==> src/rtl/beam_scaler_pkg.sv <==
// beam_scaler_pkg: shared constants, period controller states and width helper
package beam_scaler_pkg;
  localparam string MODE_EDGE = "EDGE";
  localparam string MODE_LEVEL = "LEVEL";
  typedef enum logic [1:0] {S_IDLE, S_RUN, S_LATCH} state_t;
  function automatic int addr_w(input int n);
    return (n <= 2) ? 1 : $clog2(n);
  endfunction
endpackage

==> src/rtl/beam_scaler_counter.sv <==
// beam_scaler_counter: one beam's edge detect, saturating counter and sticky saturated flag
module beam_scaler_counter
  import beam_scaler_pkg::*;
#(
  parameter int SCALER_WIDTH = 16,
  parameter string COUNT_MODE = MODE_EDGE
) (
  input  logic                    ifclk,
  input  logic                    rst_i,
  input  logic                    event_i,
  input  logic                    en_i,
  input  logic                    clear_i,
  output logic [SCALER_WIDTH-1:0] count_o,
  output logic                    sat_o
);
  localparam bit LEVEL = (COUNT_MODE == MODE_LEVEL);
  logic                    r_q;
  logic                    r_sat;
  logic [SCALER_WIDTH-1:0] r_cnt;
  logic                    w_ev;
  logic [SCALER_WIDTH-1:0] w_nxt;
  // clear_i restarts the count with this cycle's event so nothing is lost across a latch
  assign w_ev = en_i & event_i & (LEVEL | ~r_q);
  assign w_nxt = clear_i ? SCALER_WIDTH'(w_ev) : (&r_cnt) ? r_cnt : r_cnt + SCALER_WIDTH'(w_ev);
  // history runs in every state; the saturated flag sticks until the next clear
  always_ff @(posedge ifclk) begin
    if (rst_i) begin
      r_q   <= 1'b0;
      r_cnt <= '0;
      r_sat <= 1'b0;
    end else begin
      r_q   <= event_i;
      r_cnt <= w_nxt;
      r_sat <= (clear_i ? 1'b0 : r_sat) | (&w_nxt);
    end
  end
  assign count_o = r_cnt;
  assign sat_o = r_sat;
endmodule

==> src/rtl/beam_scaler_bank.sv <==
// beam_scaler_bank: per-beam gated trigger scalers with snapshot holding registers and registered read port
module beam_scaler_bank
  import beam_scaler_pkg::*;
#(
  parameter int NBEAMS = 48,
  parameter int SCALER_WIDTH = 16,
  parameter int PERIOD_WIDTH = 32,
  parameter string COUNT_MODE = MODE_EDGE
) (
  input  logic                        ifclk,
  input  logic                        rst_i,
  input  logic [NBEAMS-1:0]           trigger_i,
  input  logic                        enable_i,
  input  logic [PERIOD_WIDTH-1:0]     period_i,
  input  logic                        rd_i,
  input  logic [addr_w(NBEAMS)-1:0]   addr_i,
  output logic [SCALER_WIDTH-1:0]     dat_o,
  output logic                        valid_o,
  output logic                        update_o,
  output logic [NBEAMS-1:0]           sat_o
);
  localparam int AW = addr_w(NBEAMS);
  localparam logic [AW:0] NB = (AW + 1)'(NBEAMS);
  state_t                  r_state;
  state_t                  w_state_nxt;
  logic [PERIOD_WIDTH-1:0] r_timer;
  logic [PERIOD_WIDTH-1:0] w_timer_nxt;
  logic                    w_start;
  logic [SCALER_WIDTH-1:0] w_cnt [NBEAMS];
  logic [NBEAMS-1:0]       w_sat;
  logic [SCALER_WIDTH-1:0] r_hold [NBEAMS];
  logic [NBEAMS-1:0]       r_sat;
  logic [SCALER_WIDTH-1:0] r_dat;
  logic                    r_valid;
  logic                    r_upd;
  assign w_start = enable_i && (period_i != '0);
  // period controller: next state and timer
  always_comb begin
    w_state_nxt = r_state;
    w_timer_nxt = r_timer;
    case (r_state)
      S_IDLE: begin
        w_state_nxt = w_start ? S_RUN : S_IDLE;
        w_timer_nxt = w_start ? period_i - PERIOD_WIDTH'(1) : '0;
      end
      S_RUN: begin
        w_state_nxt = !enable_i ? S_IDLE : (r_timer == '0) ? S_LATCH : S_RUN;
        w_timer_nxt = (!enable_i || r_timer == '0) ? '0 : r_timer - PERIOD_WIDTH'(1);
      end
      S_LATCH: begin
        w_state_nxt = w_start ? S_RUN : S_IDLE;
        w_timer_nxt = w_start ? period_i - PERIOD_WIDTH'(1) : '0;
      end
      default: begin
        w_state_nxt = S_IDLE;
        w_timer_nxt = '0;
      end
    endcase
  end
  // period controller state and timer registers
  always_ff @(posedge ifclk) begin
    if (rst_i) begin
      r_state <= S_IDLE;
      r_timer <= '0;
    end else begin
      r_state <= w_state_nxt;
      r_timer <= w_timer_nxt;
    end
  end
  for (genvar b = 0; b < NBEAMS; b++) begin : g_beam
    beam_scaler_counter #(
      .SCALER_WIDTH(SCALER_WIDTH),
      .COUNT_MODE  (COUNT_MODE)
    ) u_cnt (
      .ifclk  (ifclk),
      .rst_i  (rst_i),
      .event_i(trigger_i[b]),
      .en_i   (r_state != S_IDLE),
      .clear_i(r_state != S_RUN),
      .count_o(w_cnt[b]),
      .sat_o  (w_sat[b])
    );
  end
  // snapshot all counters and saturation flags on the latch cycle
  always_ff @(posedge ifclk) begin
    if (rst_i) begin
      r_hold <= '{default: '0};
      r_sat  <= '0;
      r_upd  <= 1'b0;
    end else begin
      r_upd <= (r_state == S_LATCH);
      if (r_state == S_LATCH) begin
        r_hold <= w_cnt;
        r_sat  <= w_sat;
      end
    end
  end
  // registered read mux; out-of-range beams read as zero
  always_ff @(posedge ifclk) begin
    if (rst_i) begin
      r_dat   <= '0;
      r_valid <= 1'b0;
    end else begin
      r_valid <= rd_i;
      if (rd_i) r_dat <= ({1'b0, addr_i} < NB) ? r_hold[addr_i] : '0;
    end
  end
  assign dat_o = r_dat;
  assign valid_o = r_valid;
  assign update_o = r_upd;
  assign sat_o = r_sat;
endmodule

==> config.mk <==
export PLATFORM = sky130hd
export DESIGN_NAME = beam_scaler_bank
export DESIGN_NICKNAME = d
export VERILOG_FILES = /design/src/rtl/beam_scaler_pkg.sv /design/src/rtl/beam_scaler_counter.sv /design/src/rtl/beam_scaler_bank.sv
export SDC_FILE = /design/constraint.sdc
export NUM_CORES = 2
export LEC_CHECK = 0
export ABC_CLOCK_PERIOD_IN_PS = 6650
export CORE_MARGIN = 4
export CORE_UTILIZATION = 50
export DETAILED_ROUTE_END_ITERATION = 12
export GPL_ROUTABILITY_DRIVEN = 1
export MAX_ROUTING_LAYER = met4
export PLACE_DENSITY = 0.66
export SLEW_MARGIN = 20
export SYNTH_ARGS = -nofsm -noshare
export SYNTH_HDL_FRONTEND = slang
export SYNTH_HIERARCHICAL = 1
export SYNTH_SLANG_ARGS = --single-unit
==> constraint.sdc <==
create_clock -name ifclk -period 6.65 [get_ports ifclk]
set_input_delay 0.9975 -clock ifclk [delete_from_list [all_inputs] [get_ports ifclk]]
set_output_delay 0.9975 -clock ifclk [all_outputs]
set_load 0.05 [all_outputs]
======== Yosys cells after proc, flatten, opt, wreduce, memory -nomap -nowiden ========
Cells that the tools add are included.
word-level totals
  register bits after elaboration ......... 1,732
  output and inout port bits .............. 66
cells by class
  $add $sub $neg .......................... 50
  $lt $le $gt $ge ......................... 2
  equal/unequal tests ..................... 3
  multiplexer cells ....................... 155
  bitwise operators ....................... 193
  reduce and logical (&&, ||, !) cells .... 104
operators with widths
  cell                                                                     number
  16-bit two-way mux                                                       99
  16-bit AND reduction                                                     96
  16-bit by 1-bit adder with 16-bit output                                 48
  1-bit AND                                                                96
  16-bit binary-select mux with 6-bit select                               1
  32-bit two-way mux                                                       2
  32-bit case mux with 2 select lines                                      1
  32-bit by 1-bit subtractor with 32-bit output, second input constant     2
  1-bit two-way mux                                                        49
  1-bit NOT                                                                48
  1-bit bitwise OR                                                         48
  32-bit logical NOT                                                       1
  32-bit nonzero test                                                      1
  7-bit greater-or-equal comparator, second input constant                 1
  6-bit NOT with 7-bit output                                              1
  6-bit < comparator, second input constant                                1
  2-bit two-way mux                                                        2
  2-bit case mux with 2 select lines                                       1
  2-bit by 1-bit equality test with 1-bit output, second input constant    1
  2-bit equality test, second input constant                               1
  2-bit logical NOT                                                        1
  2-bit by 1-bit inequality test with 1-bit output, second input constant  1
  2-bit nonzero test                                                       1
  2-bit OR reduction                                                       1
  other kinds (3)                                                          3

======== Longest topological paths before layout ========
  depth after elaboration ................. 8
  mapped depth ............................ 11

======== Modules after synthesis ========
The synthesis kept the hierarchy.
by module, submodules not included
  module                                      times used  cells an instance  area an instance (um^2)
  beam_scaler_bank                            1           4,529              37,244.5
  beam_scaler_counter (g_beam[0].u_cnt ...)   27          127                1,064.8
  beam_scaler_counter (g_beam[35].u_cnt ...)  19          111                952.2
  beam_scaler_counter (g_beam[34].u_cnt)      1           112                953.4
  beam_scaler_counter (g_beam[9].u_cnt)       1           108                950.9

======== Worst setup path after synthesis ========
Ideal clock, no wire load.
  kind .................................... register -> register
  start point ............................. reg r_state[1]
  end point ............................... reg g_beam[0].u_cnt.r_sat
  library setup time ...................... 0.134 ns
  arrival ................................. 4.141 ns
  required time ........................... 6.516 ns
  setup slack ............................. 2.375 ns
  cell stages (with the launch flop) ...... 8
  path buffers ............................ 1
  path through ............................ dfxtp_1 -> nand2b_1 -> or2_2 -> clkbuf_1 -> nor2_1 -> mux2_2 -> o31ai_1 -> o32ai_2
on the way
  cells in the longest elaborated chain, start to end .. 8
RTL lines
  what                                      line                       source
  start, declared                           beam_scaler_bank.sv:24     state_t r_state;
  start signal, assigned                    beam_scaler_bank.sv:66     r_state <= w_state_nxt;
  2-bit nonzero test                        beam_scaler_bank.sv:78     .en_i (r_state != S_IDLE),
  1-bit AND (2 in series)                   beam_scaler_counter.sv:23  assign w_ev = en_i & event_i & (LEVEL | ~r_q);
  16-bit by 1-bit adder with 16-bit output  beam_scaler_counter.sv:24  assign w_nxt = clear_i ? SCALER_WIDTH'(w_ev) : (&r_cnt) ? r_cnt : r_cnt + SCALER_WIDTH'(w_ev);
  16-bit two-way mux (2 in series)          beam_scaler_counter.sv:24
  16-bit AND reduction                      beam_scaler_counter.sv:34  r_sat <= (clear_i ? 1'b0 : r_sat) | (&w_nxt);
  1-bit bitwise OR (*)                      beam_scaler_counter.sv:34
  end signal, assigned                      beam_scaler_counter.sv:34
  end, declared                             beam_scaler_counter.sv:18  logic r_sat;
Every way passes the cells marked *; elsewhere a longest branch is shown, timed or not.
A chain may end at the register's enable or synchronous reset.

======== Worst setup path in the final report ========
  start point ............................. reg r_state[0]
  end point ............................... reg g_beam[47].u_cnt.r_sat
on the way
  cells in the longest elaborated chain, start to end .. 8
RTL lines
  what                                      line
  2-bit nonzero test                        beam_scaler_bank.sv:78
  1-bit AND (2 in series)                   beam_scaler_counter.sv:23
  16-bit by 1-bit adder with 16-bit output  beam_scaler_counter.sv:24
  16-bit two-way mux (2 in series)          beam_scaler_counter.sv:24
  16-bit AND reduction                      beam_scaler_counter.sv:34
  1-bit bitwise OR (*)                      beam_scaler_counter.sv:34
  end signal, assigned                      beam_scaler_counter.sv:34
  end, declared                             beam_scaler_counter.sv:18
Marked as above.

==> flow_metrics.tcl <==
set metrics [dict create \
    outcome "completed" \
    cts_setup_buffers 0 \
    multi_input_comb_area_sq_um 47880 \
    crit_cells 12 \
    syn_inst 10290 \
    h-tree-depth 4 \
    drive_gt1_share_pct 10.14 \
    rsz0062_at_grt "no" \
    max_freq_mhz 241.7 \
    syn_area_sq_um 85990 \
    ff_latch_area_sq_um 34670 \
    rr_endpoint "g_beam[47].u_cnt/sat_o$_SDFF_PP0_" \
    dieArea_sq_um 178700 \
    vias_per_cell 5.868 \
    port_buffers 155 \
    drv_slew 0 \
    setup_viol 0 \
    design_area_sq_um 94710 \
    min_path_type "register to register" \
    critical-path-max-stage-delay_ns 0.68 \
    grt-ovfl-total 0 \
    yosysTopAreaCell "dfxtp_1" \
    p_per_area_nw_per_um2 234.9 \
    cp.required_ns 7.41 \
    cts_tree "done" \
    place_congestion 0.9387 \
    nets 10310 \
    critPathLaunch "r_state[0]$_SDFF_PP0_" \
    start_util_pct 50.51 \
    grt_pass1_wl_um 399900 \
    crit_chain "or2_4 > buf_4 > nand2_1 > nor2_1 > ha_1 > ha_1 > nand3_1 > nor4_2 > nand3_1 > mux2i_1 > a2111oi_1 > a32o_1" \
    fin_crit_sh_pct 62.23 \
    p_leak_uw 0.03185 \
    finalHoldViolCount 0 \
    totalWireLength_um 253700 \
    r2r_start "r_state[0]$_SDFF_PP0_" \
    ys_ff_latch 1732 \
    min_delay_path_depth 2 \
    coreArea_sq_um 170200 \
    placed_area_sq_um 88170 \
    r2r_slack_ns 2.51 \
    ant_nets 0 \
    reg2regPathDepth 12 \
    ys_async_sr_fraction_pct 0 \
    drc 0 \
    crit_slowest_cell "buf_4" \
    fin_crit_ns 4.138 \
    setup-tns-final_ns 0 \
    cts_resized 0 \
    worst_slew_margin_rel_pct 23.39 \
    die_w_um 422.7 \
    grt_max_degree 213 \
    die_height_um 422.7 \
    worst-path-buf-inv 1 \
    cp.arrival_ns 4.90 \
    critPathLaunchType "register" \
    hpwl_um 181700 \
    synth_top_flop_cell "dfxtp_1" \
    root_buffer "clkbuf_16" \
    endpoint_kind "register" \
    routedWlPerCell_um 20.18 \
    cts_sinks 1732 \
    path_max_fanout 26 \
    pin_count 156 \
    firstDrtPassIters 6 \
    synth_top_area_share_pct 40.32 \
    tightest_slew_ns 1.149 \
    area_delta_synth_final_pct 10.14 \
    fillCellCount 15760 \
    clk_latency_ns 0.83 \
    layout_setup_ws_ns 2.512 \
    peakVddDrop_uv 215.1 \
    synth_edf_count 0 \
    rows 151 \
    track_usage_pct 28.23 \
    cp-endpoint "g_beam[47].u_cnt/sat_o$_SDFF_PP0_" \
    antenna_found_initial 3 \
    syn_nets 10480 \
    grt_pass1_vias 69450 \
    path_delay_family "simple AND/OR/NAND/NOR gates" \
    num_vias 73800 \
    ys_types 93 \
    power_uw 22250 \
    cts_buffers 189 \
    path_clk_slew_ns 0.06 \
    syn_area_per_cell_sq_um 8.359 \
    fin_worst_skew_ns 0.02397 \
    place_ws_ns 2.307 \
    synth_area_leaders "dfxtp_1 40%, nand2_1 8.9%, a21oi_1 6.0%, nor2_1 5.6%, mux4_2 4.0%" \
    ys.warnings.count 6 \
    cap_violations 0 \
    cts_hold_buf 0 \
    seq_area_frac_synth_pct 40.32 \
    drtIter0Drc 6270 \
    fin_util_pct 55.64 \
    ctsLongestPathBuffers 3 \
    critPathKind "register to register" \
]
==> per-layer routing <==
| layer | GRT usage, % | share of wire [%] | vias up |
|---|---|---|---|
| met5 | - | 0 | - |
| met4 | 10.25 | 3.8 | 0 |
| met3 | 3.488 | 4.8 | 440 |
| met2 | 45.37 | 47 | 1961 |
| met1 | 36.65 | 44 | 35710 |
| li1 | - | - | 35700 |
==> stage by stage <==
stage / hold slack, ns / cells
2_1_floorplan: 0.4285 / 10290
3_3_place_gp: 0.4403 / 12220
3_5_place_dp: 0.4444 / 12220
4_1_cts: 0.4521 / 12570
5_1_grt: 0.4640 / 12580
6_report: 0.4514 / 12580
==> worst min path at each step <==
stage,from,end,slack [ns]
after floorplan,g_beam[40].u_cnt/count_o[2]$_SDFF_PP0_,r_hold[114]$_SDFFE_PP0P_,0.43
after global placement,r_hold[767]$_SDFFE_PP0P_,r_hold[767]$_SDFFE_PP0P_,0.44
after detailed placement,r_hold[80]$_SDFFE_PP0P_,r_hold[80]$_SDFFE_PP0P_,0.44
after CTS,r_hold[80]$_SDFFE_PP0P_,r_hold[80]$_SDFFE_PP0P_,0.45
after global routing,sat_o[20]$_SDFFE_PP0P_,sat_o[20]$_SDFFE_PP0P_,0.46
final,sat_o[46]$_SDFFE_PP0P_,sat_o[46]$_SDFFE_PP0P_,0.45
==> worst register-to-register path, delay by kind of cell (launching register included) <==
kind / cells / cell delay (ns)
simple gates: 6 / 1.53
buf+inv: 1 / 0.70
compound gates: 2 / 0.64
fa+ha+maj: 2 / 0.54
flops: 1 / 0.51
mux: 1 / 0.17
==> state kept, by name, summed over array words and instances, names as in the netlist, 2 cells and up <==
register / cells
r_state: 2
sat_o: 48
dat_o: 16
g_beam.u_cnt/sat_o: 48
g_beam.u_cnt/count_o: 768
r_hold: 768
g_beam.u_cnt/r_q: 48
r_timer: 32
==> power by group <==
group | switching [uW] | total, uW | internal (uW)
combinational | 569 | 840 | 271
sequential | 45.0 | 10500 | 10400
clock | 4440 | 10900 | 6510
==> placed cells by master (no fill, tap or decap), types with 55 or more instances in the layout <==
cell type and instances:
a21oi_1 1024, a31oi_1 64, and3_1 143, clkbuf_16 192
clkdlybuf4s50_1 150, dfxtp_1 1732, ha_1 100, inv_1 177
mux2i_1 220, mux4_2 153, nand2_1 2048, nand2b_1 75
nand3_1 376, nand4_1 275, nand4_4 73, nor2_1 1288
nor2b_1 115, nor3_1 149, nor4_1 140, nor4_2 64
nor4b_1 55, o21ai_0 192, xnor2_1 213, xor2_1 234
==> cell type report <==
class	count	share of cell area, %
inverters	178	0.7055
diodes	3	0.007926
multi-input cells	7811	50.55
well taps	2295	3.032
clock inverters	73	0.9683
clock buffers	282	5.926
flip-flops and latches	1732	36.61
repair buffers	203	2.200
==> cells by family (layout without fill, tap and decap cells) <==
logic type	count (synthesis)	in the layout	share of synthesized area [%]
mux	400	400	6.922
other cells	0	3	0
simple gates	5232	5232	31.55
xor+xnor	447	447	4.553
compound gates	1632	1632	11.17
flops	1732	1732	40.32
fa+ha+maj	100	100	1.455
buf+inv	744	736	4.028
==> cell usage after synthesis (all sizes together), types with 12 or more instances <==
master	instances
nand2b	78
nor4	254
inv	177
and4	55
xnor2	213
o2111ai	20
nor4b	55
and3	172
or4	37
dfxtp	1732
o21ai	221
o31a	48
a21boi	23
nand3b	27
nand4	377
a22oi	25
clkbuf	409
a31oi	64
a21oi	1025
a32o	29
or3	35
nand2	2049
nor3	168
mux2i	220
nand3	398
ha	100
o22ai	12
nor2b	116
mux2	27
or2	52
o32ai	28
a2111oi	19
nor2	1288
o31ai	30
buf	156
o211ai	37
and2	51
mux4	153
xor2	234
Power figures use the tool's default switching activity.
